## config.mk

```make
export PLATFORM = sky130hd
export DESIGN_NAME = id_stage
export DESIGN_NICKNAME = d
export VERILOG_FILES = /design/src/rtl/rv32i_pkg.sv /design/src/rtl/imm_gen.sv /design/src/rtl/id_stage.sv
export SDC_FILE = /design/constraint.sdc
export NUM_CORES = 1
export LEC_CHECK = 0
export ABC_AREA = 1
export CORE_MARGIN = 5
export CORE_UTILIZATION = 44
export CTS_CLUSTER_DIAMETER = 80
export CTS_CLUSTER_SIZE = 20
export DETAILED_ROUTE_END_ITERATION = 10
export GPL_TIMING_DRIVEN = 0
export PLACE_DENSITY = 0.82
export SYNTH_ARGS = -nofsm -noshare
export SYNTH_HDL_FRONTEND = slang
export SYNTH_HIERARCHICAL = 1
export SYNTH_SLANG_ARGS = --single-unit
```

## constraint.sdc

```tcl
create_clock -name clk -period 6.55 [get_ports clk]
set_input_delay 1.6375 -clock clk [delete_from_list [all_inputs] [get_ports clk]]
set_output_delay 1.6375 -clock clk [all_outputs]
set_load 0.03 [all_outputs]
```

## src/rtl/rv32i_pkg.sv

```systemverilog
// Shared RV32I definitions: base opcodes and the immediate formats used by decode.
package rv32i_pkg;

    localparam logic [6:0] OPC_LUI    = 7'b0110111;
    localparam logic [6:0] OPC_AUIPC  = 7'b0010111;
    localparam logic [6:0] OPC_JAL    = 7'b1101111;
    localparam logic [6:0] OPC_JALR   = 7'b1100111;
    localparam logic [6:0] OPC_BRANCH = 7'b1100011;
    localparam logic [6:0] OPC_LOAD   = 7'b0000011;
    localparam logic [6:0] OPC_STORE  = 7'b0100011;
    localparam logic [6:0] OPC_OPIMM  = 7'b0010011;
    localparam logic [6:0] OPC_OP     = 7'b0110011;
    localparam logic [6:0] OPC_FENCE  = 7'b0001111;
    localparam logic [6:0] OPC_SYSTEM = 7'b1110011;

    typedef enum logic [2:0] {
        IMM_I,
        IMM_S,
        IMM_B,
        IMM_U,
        IMM_J,
        IMM_NONE
    } imm_fmt_e;

endpackage

```

## src/rtl/imm_gen.sv

```systemverilog
// Immediate generator: scatters the RV32I immediate fields back into a
// sign-extended word according to the decoded format.
module imm_gen
    import rv32i_pkg::*;
(
    input  logic [31:7] instr,
    input  imm_fmt_e    fmt,
    output logic [31:0] imm
);

    always_comb begin
        imm = '0;
        case (fmt)
            IMM_I:   imm = {{20{instr[31]}}, instr[31:20]};
            IMM_S:   imm = {{20{instr[31]}}, instr[31:25], instr[11:7]};
            IMM_B:   imm = {{19{instr[31]}}, instr[31], instr[7], instr[30:25], instr[11:8], 1'b0};
            IMM_U:   imm = {instr[31:12], 12'b0};
            IMM_J:   imm = {{11{instr[31]}}, instr[31], instr[19:12], instr[20], instr[30:21], 1'b0};
            default: imm = '0;
        endcase
    end

endmodule

```

## src/rtl/id_stage.sv

```systemverilog
// RV32I decode stage: register-file addressing, write-back bypass, immediate
// generation and a single ID/EX register with valid/ready flow control.
module id_stage
    import rv32i_pkg::*;
#(
    parameter int XLEN = 32
) (
    input  logic            clk,
    input  logic            rst,
    input  logic            flush,
    input  logic            in_valid,
    output logic            in_ready,
    input  logic [31:0]     in_instr,
    input  logic [XLEN-1:0] in_pc,
    output logic [4:0]      rf_rs1,
    output logic [4:0]      rf_rs2,
    input  logic [XLEN-1:0] rf_op_a,
    input  logic [XLEN-1:0] rf_op_b,
    input  logic            wb_en,
    input  logic [4:0]      wb_rd,
    input  logic [XLEN-1:0] wb_data,
    output logic            out_valid,
    input  logic            out_ready,
    output logic [XLEN-1:0] out_pc,
    output logic [XLEN-1:0] out_op_a,
    output logic [XLEN-1:0] out_op_b,
    output logic [4:0]      out_rs1,
    output logic [4:0]      out_rs2,
    output logic [XLEN-1:0] out_imm,
    output logic [4:0]      out_rd,
    output logic            out_rd_we,
    output logic [6:0]      out_opcode,
    output logic [2:0]      out_funct3,
    output logic            out_funct7b5,
    output logic            out_illegal
);

    typedef struct packed {
        logic [XLEN-1:0] pc;
        logic [XLEN-1:0] op_a;
        logic [XLEN-1:0] op_b;
        logic [4:0]      rs1;
        logic [4:0]      rs2;
        logic [XLEN-1:0] imm;
        logic [4:0]      rd;
        logic            rd_we;
        logic [6:0]      opcode;
        logic [2:0]      funct3;
        logic            funct7b5;
        logic            illegal;
    } idex_t;

    idex_t    idex_q, idex_d;
    logic     valid_q, valid_d;

    logic [6:0]  opcode;
    logic [4:0]  rd;
    logic        legal;
    logic        writes_rd;
    logic        illegal;
    imm_fmt_e    fmt;
    logic [31:0] imm;
    logic        accept;
    logic        hold;
    logic [XLEN-1:0] op_a_byp;
    logic [XLEN-1:0] op_b_byp;

    assign opcode = in_instr[6:0];
    assign rd     = in_instr[11:7];
    assign rf_rs1 = in_instr[19:15];
    assign rf_rs2 = in_instr[24:20];

    assign in_ready = !valid_q || out_ready;
    assign accept   = in_valid && in_ready && !flush;
    assign hold     = valid_q && !out_ready;

    always_comb begin
        legal     = 1'b1;
        writes_rd = 1'b0;
        fmt       = IMM_NONE;
        case (opcode)
            OPC_LUI, OPC_AUIPC: begin
                fmt       = IMM_U;
                writes_rd = 1'b1;
            end
            OPC_JAL: begin
                fmt       = IMM_J;
                writes_rd = 1'b1;
            end
            OPC_JALR, OPC_LOAD, OPC_OPIMM: begin
                fmt       = IMM_I;
                writes_rd = 1'b1;
            end
            OPC_FENCE, OPC_SYSTEM: fmt = IMM_I;
            OPC_STORE:             fmt = IMM_S;
            OPC_BRANCH:            fmt = IMM_B;
            OPC_OP:                writes_rd = 1'b1;
            default:               legal = 1'b0;
        endcase
    end

    // Every legal opcode already ends in 2'b11; the explicit test documents the rule.
    assign illegal = !legal || (in_instr[1:0] != 2'b11);

    imm_gen u_imm_gen (
        .instr (in_instr[31:7]),
        .fmt   (illegal ? IMM_NONE : fmt),
        .imm   (imm)
    );

    // The register file returns the pre-write value on a same-cycle write.
    assign op_a_byp = (wb_en && wb_rd == rf_rs1 && rf_rs1 != 5'd0) ? wb_data : rf_op_a;
    assign op_b_byp = (wb_en && wb_rd == rf_rs2 && rf_rs2 != 5'd0) ? wb_data : rf_op_b;

    always_comb begin
        idex_d = idex_q;
        if (accept) begin
            idex_d.pc       = in_pc;
            idex_d.op_a     = op_a_byp;
            idex_d.op_b     = op_b_byp;
            idex_d.rs1      = rf_rs1;
            idex_d.rs2      = rf_rs2;
            idex_d.imm      = imm;
            idex_d.rd       = rd;
            idex_d.rd_we    = writes_rd && !illegal && (rd != 5'd0);
            idex_d.opcode   = opcode;
            idex_d.funct3   = in_instr[14:12];
            idex_d.funct7b5 = in_instr[30];
            idex_d.illegal  = illegal;
        end else if (hold) begin
            // Stalled operands track later write-backs so they are not stale at transfer.
            if (wb_en && wb_rd == idex_q.rs1 && idex_q.rs1 != 5'd0) idex_d.op_a = wb_data;
            if (wb_en && wb_rd == idex_q.rs2 && idex_q.rs2 != 5'd0) idex_d.op_b = wb_data;
        end

        if (flush)       valid_d = 1'b0;
        else if (accept) valid_d = 1'b1;
        else             valid_d = hold;
    end

    always_ff @(posedge clk or posedge rst) begin
        if (rst) begin
            valid_q <= 1'b0;
            idex_q  <= '0;
        end else begin
            valid_q <= valid_d;
            idex_q  <= idex_d;
        end
    end

    assign out_valid    = valid_q;
    assign out_pc       = idex_q.pc;
    assign out_op_a     = idex_q.op_a;
    assign out_op_b     = idex_q.op_b;
    assign out_rs1      = idex_q.rs1;
    assign out_rs2      = idex_q.rs2;
    assign out_imm      = idex_q.imm;
    assign out_rd       = idex_q.rd;
    assign out_rd_we    = idex_q.rd_we;
    assign out_opcode   = idex_q.opcode;
    assign out_funct3   = idex_q.funct3;
    assign out_funct7b5 = idex_q.funct7b5;
    assign out_illegal  = idex_q.illegal;

endmodule

```

==> run metrics, run 1 <==
Final Slew Violations 0; Synth area leaders dfrtp_1, nand2_1, nand3_1; Final min period around 4800 ps; critical path arrival about 3200 ps; post-synthesis cell type count 25; CP Max Fanout 7; crit share post-route 0.740; Post-Syn Nets 1316; Synth Instances approximately 1100; Final Hold Vio Count 0; row count 50; number of synthesized register bits about 160; Die Width 147 µm; Slew HR 0.245; clock transition at the registers of the reported paths around 60 ps; main combinational cell family by area after synthesis simple AND/OR/NAND/NOR gates; Clock Sinks about 160; DPL Wire Length 22200 µm; Placeable Area around 0.019 mm²; synth cell count leaders nand2_1, nand3_1, dfrtp_1, inv_1, buf_2; Synth warnings 6; Die ar. 0.0217 mm²; dominant cell type by area after synthesis dfrtp_1; Resized cells post-CTS 0; drt drc 0; Post-Route WL 29500 µm; max frequency between 0.2 and 0.25 GHz; clk buf depth 2; layout cells sized above 1 0.0877; Worst Clk Skew about 8 ps; startpoint types input port; HP Start out_imm[13]; DIE HEIGHT roughly 150 µm; vias per cell roughly 5.0; # hold bufs at CTS 0; post-synthesis sequential area ratio 0.475; hold path depth 2; via count roughly 8800; FF-to-FF Start out_valid; post-synthesis mux area share 0; vias in the first global route 8534; Antenna Cells 0; CTS tree built; Power, Total between 0.003 and 0.004 W; post-CTS setup buffers 0; Post-Layout Cell Count roughly 1800; area of the mapped netlist around 0.0083 mm²; first-pass GRT wire length between 40000 and 50000 µm; maximum number of pins on one net before global-route repair 98; Detailed Routing Iterations Pass 1 5; CP required slightly below 5000 ps; Async S/R FF share, synth 1.00; Mapped Avg Cell Area 7.23 µm²; status finished clean; clk_lat worst skew around 420 ps; simple-gate share of the synthesized area 0.386; CP endpoint kind output port; DR iter-0 viols between 400 and 500; unrepaired setup endpoints after global routing no; number of top-level pins ~340; worst hold path type reg -> reg; area share of the largest cell type after synthesis 0.475; crit path kind in -> out; Area Growth Syn to Fin 52.5%; most common cell in the netlist nand2_1; nets about 1700; flop2flop setup slack 4730 ps; Post-Place Cells 1718; RR Endpoint out_op_b[15]; placer congestion estimate about 0.89; Worst-Margin Slew roughly 1100 ps; final setup violation count 0; number of synthesized flops with an enable pin 0; CTS Buf Count 17; VDD IR-drop max 0.178 mV; Pwr Density 264 mW/mm²; Worst Hold End out_imm[13]; initial core utilization 0.444; area share of fa/ha/maj cells after synthesis 0; Port Buffers ~340; Worst Reg2Reg Path Length in Cells 10; DR WL/cell about 17 µm; max-cap violations 0; initial antenna violation count 0; total track usage 0.268; Antenna Violating Nets Remaining 0; CTS H-tree depth 4; compound-gate portion of the synthesized area 0.0197; Leak roughly 6.7 nW; main flop type after synthesis dfrtp_1; root buffer cell clkbuf_16; total global routing overflow 0; XOR/XNOR Fraction of Synth Area 0.00212
==> cell type report <==
class / count / area (µm²)
fillers: 1570 / 6020
flip-flops and latches: 157 / 3930
repair buffers: 339 / 3410
multi-input cells: 777 / 3370
inverters: 142 / 541
clock buffers: 20 / 447
plain buffers: 69 / 442
well taps: 234 / 293
clock inverters: 12 / 185
==> report_power, final <==
part,internal (W),switching [W]
clock,0.000653,0.000426
sequential,0.00111,0.0000850
combinational,0.000440,0.000617
==> metal layers <==
layer  global-route usage  part of all wire  routed length [µm]  vias to the layer above
li1                     -                 -                   -                     4234
met1                0.333              0.40               11800                     4086
met2                0.445              0.48               14100                      396
met3               0.0790             0.092                2730                       67
met4               0.0983             0.029                 858                        0
met5                    0                 0                   0                        -
==> logic make-up (layout without fill, tap and decap cells) <==
kind of cell	Yosys count	after routing
simple gates	743	743
buf+inv	211	582
flops	157	157
compound gates	32	32
xor+xnor	2	2
==> sequential cells by signal, summed over array words and instances, names as in the netlist <==
register      cells
out_valid         1
out_funct3        3
out_rs2           5
out_funct7b5      1
out_opcode        7
out_op_b         32
out_rd_we         1
out_pc           32
out_rs1           5
out_op_a         32
out_rd            5
out_imm          32
out_illegal       1
==> critical path, stage by stage <==
cell             delay, ps
clkdlybuf4s50_1        700
buf_4                  170
clkdlybuf4s50_1        690
==> layout by cell type, fill, tap and decap left out, drive strengths merged, types with 19 or more instances in the layout <==
cell type / count
clkdlybuf4s50: 338
dfrtp: 157
nand3: 170
inv: 145
nor2: 36
buf: 66
o21ai: 28
clkbuf: 24
nand4: 19
nand2: 514
==> stage by stage <==
step	worst slack (ps)	hold slack [ps]	setup TNS, ps	area, µm²	utilization
final	1700	466	0	12600	0.677
after global routing	1680	493	0	12600	0.677
after CTS	1730	474	0	12600	0.677
after detailed placement	1730	457	0	12000	0.643
after global placement	-1680	453	-261180	12000	0.641
after floorplan	678	652	0	8280	-
==> how the worst max path moves through the flow <==
| stage | start | slack, ps | depth (start not counted) | end |
|---|---|---|---|---|
| 6_report | in_instr[23] | 1700 | 3 | rf_rs2[3] |
| 5_1_grt | in_instr[23] | 1680 | 3 | rf_rs2[3] |
| 4_1_cts | in_instr[23] | 1730 | 3 | rf_rs2[3] |
| 3_5_place_dp | in_instr[23] | 1730 | 3 | rf_rs2[3] |
| 3_3_place_gp | rst | -1680 | 2 | out_op_b[8] |
| 2_1_floorplan | rst | 680 | 1 | out_funct3[0] |
No activity file was read; power rests on OpenSTA's default activity.
==> inputs of run 2 (changes only) <==
==> constraint.sdc (replaced) <==
create_clock -name clk -period 4.7 [get_ports clk]
set_input_delay 1.175 -clock clk [delete_from_list [all_inputs] [get_ports clk]]
set_output_delay 1.175 -clock clk [all_outputs]
set_load 0.03 [all_outputs]
==> run metrics, run 2 (synthesized netlist as in run 1, its figures left out) <==
status finished clean; PnR worst setup slack ~800 ps; placer congestion estimate between 0.9 and 1; CP Max Fanout 7; Resized cells post-CTS 0; most frequent cells in the layout nand2_1, clkdlybuf4s50_1, nand3_1; Antenna Cells 0; Post-Route WL 29100 µm; Worst Clk Skew between 7 and 8 ps; first-pass GRT wire length around 45000 µm; CTS tree built; root buffer cell clkbuf_16; maximum number of pins on one net before global-route repair 41; FF-to-FF Start out_valid; HP Start out_pc[25]; layout cells sized above 1 0.0902; Die ar. ~0.022 mm²; max frequency roughly 0.26 GHz; worst hold path type reg -> reg; CP most frequent cell clkdlybuf4s50_1; initial antenna violation count 0; hold path depth 2; initial core utilization 0.444; row count 50; CTS H-tree depth 4; critical-path cell list clkdlybuf4s50_1, buf_4, clkdlybuf4s50_1; number of top-level pins roughly 340; most common cell after layout, fill and taps aside nand2_1; final setup violation count 0; CP endpoint kind output port; critical path arrival 2730 ps; Slew HR 0.288; nets 1677; startpoint types input port; RR Endpoint out_op_a[7]; post-CTS setup buffers 0; Worst Reg2Reg Path Length in Cells 10; VDD IR-drop max 0.250 mV; clk_lat worst skew 420 ps; Placeable Area 0.0186 mm²; CP required around 3500 ps; Port Buffers between 300 and 400; Detailed Routing Iterations Pass 1 6; Power, Total 0.00452 W; Worst Hold End out_pc[25]; unrepaired setup endpoints after global routing no; clock transition at the registers of the reported paths around 70 ps; Pwr Density 358 mW/mm²; clk buf depth 2; crit share post-route 0.830; total global routing overflow 0; drt drc 0; DPL Wire Length between 20000 and 25000 µm; total track usage 0.262; # hold bufs at CTS 0; Leak between 6 and 7 nW; CTS Buf Count 17; pre-CTS setup slack about 800 ps; max-cap violations 0; crit path kind in -> out; via count 8777; vias in the first global route around 8600; Clock Sinks roughly 160; Final Hold Vio Count 0; TNS Setup 0 ps; DR iter-0 viols ~490; DR WL/cell about 17 µm; Final min period around 3900 ps; Die Width ~150 µm; Crit-path slowest cell clkdlybuf4s50_1; Worst-Margin Slew ~1100 ps; vias per cell roughly 5; Area Growth Syn to Fin 52.5%; flop2flop setup slack ~2800 ps; DIE HEIGHT between 100 and 150 µm; Final Slew Violations 0; Worst path max stage delay around 700 ps; Antenna Violating Nets Remaining 0
[run 2: final cells by class]
type / instances / area, µm²
Tap cell: 234 / 293
Fill cell: 1581 / 6020
Multi-Input combinational cell: 777 / 3370
Inverter: 142 / 537
Sequential cell: 157 / 3930
Timing Repair Buffer: 342 / 3460
Buffer: 69 / 442
Clock buffer: 19 / 443
Clock inverter: 13 / 141
[run 2: worst max-delay path by stage]
stage	from	end	slack (ps)
6_report	in_instr[23]	rf_rs2[3]	800
5_1_grt	in_instr[22]	rf_rs2[2]	780
4_1_cts	in_instr[22]	rf_rs2[2]	800
3_5_place_dp	in_instr[23]	rf_rs2[3]	820
3_3_place_gp	rst	out_pc[23]	60
2_1_floorplan	rst	out_funct3[0]	1540
[run 2: metrics by stage]
stage	cell area, µm²	util	hold slack (ps)	cells
6_report	12600	0.677	472	1753
5_1_grt	12600	0.677	491	1753
4_1_cts	12600	0.677	474	1753
3_5_place_dp	12000	0.646	458	1721
3_3_place_gp	12000	0.641	453	1717
2_1_floorplan	8280	-	652	1145
[run 2: critical path, delay by kind of cell]
| kind | cells | cell delay, ps |
|---|---|---|
| buf+inv | 3 | 1550 |
[run 2: power breakdown]
group / internal [W] / leakage, nW / total, W / switching [W]
Combinational: 0.000617 / 4.40 / 0.00148 / 0.000860
Sequential: 0.00154 / 1.98 / 0.00166 / 0.000115
Clock: 0.000799 / 0.280 / 0.00138 / 0.000585
[run 2: routing by layer]
layer	global-route usage	share of wire	vias up
met2	0.428	0.47	456
met5	0	0	-
li1	-	-	4238
met3	0.0731	0.10	75
met4	0.116	0.037	0
met1	0.325	0.39	4008
==> inputs of run 3 (changes only) <==
==> constraint.sdc (replaced) <==
create_clock -name clk -period 3.87 [get_ports clk]
set_input_delay 0.9675 -clock clk [delete_from_list [all_inputs] [get_ports clk]]
set_output_delay 0.9675 -clock clk [all_outputs]
set_load 0.03 [all_outputs]
==> results of run 3 <==
The final DEF is identical to that of run 2. Status: finished clean.
Main changes from that run: setup slack after placement 819 ps -> 404 ps; setup slack after layout 797 ps -> 382 ps; register-to-register setup slack 2820 ps -> 1990 ps; total power 0.00452 W -> 0.00549 W; worst IR drop on VDD 0.250 mV -> 0.304 mV
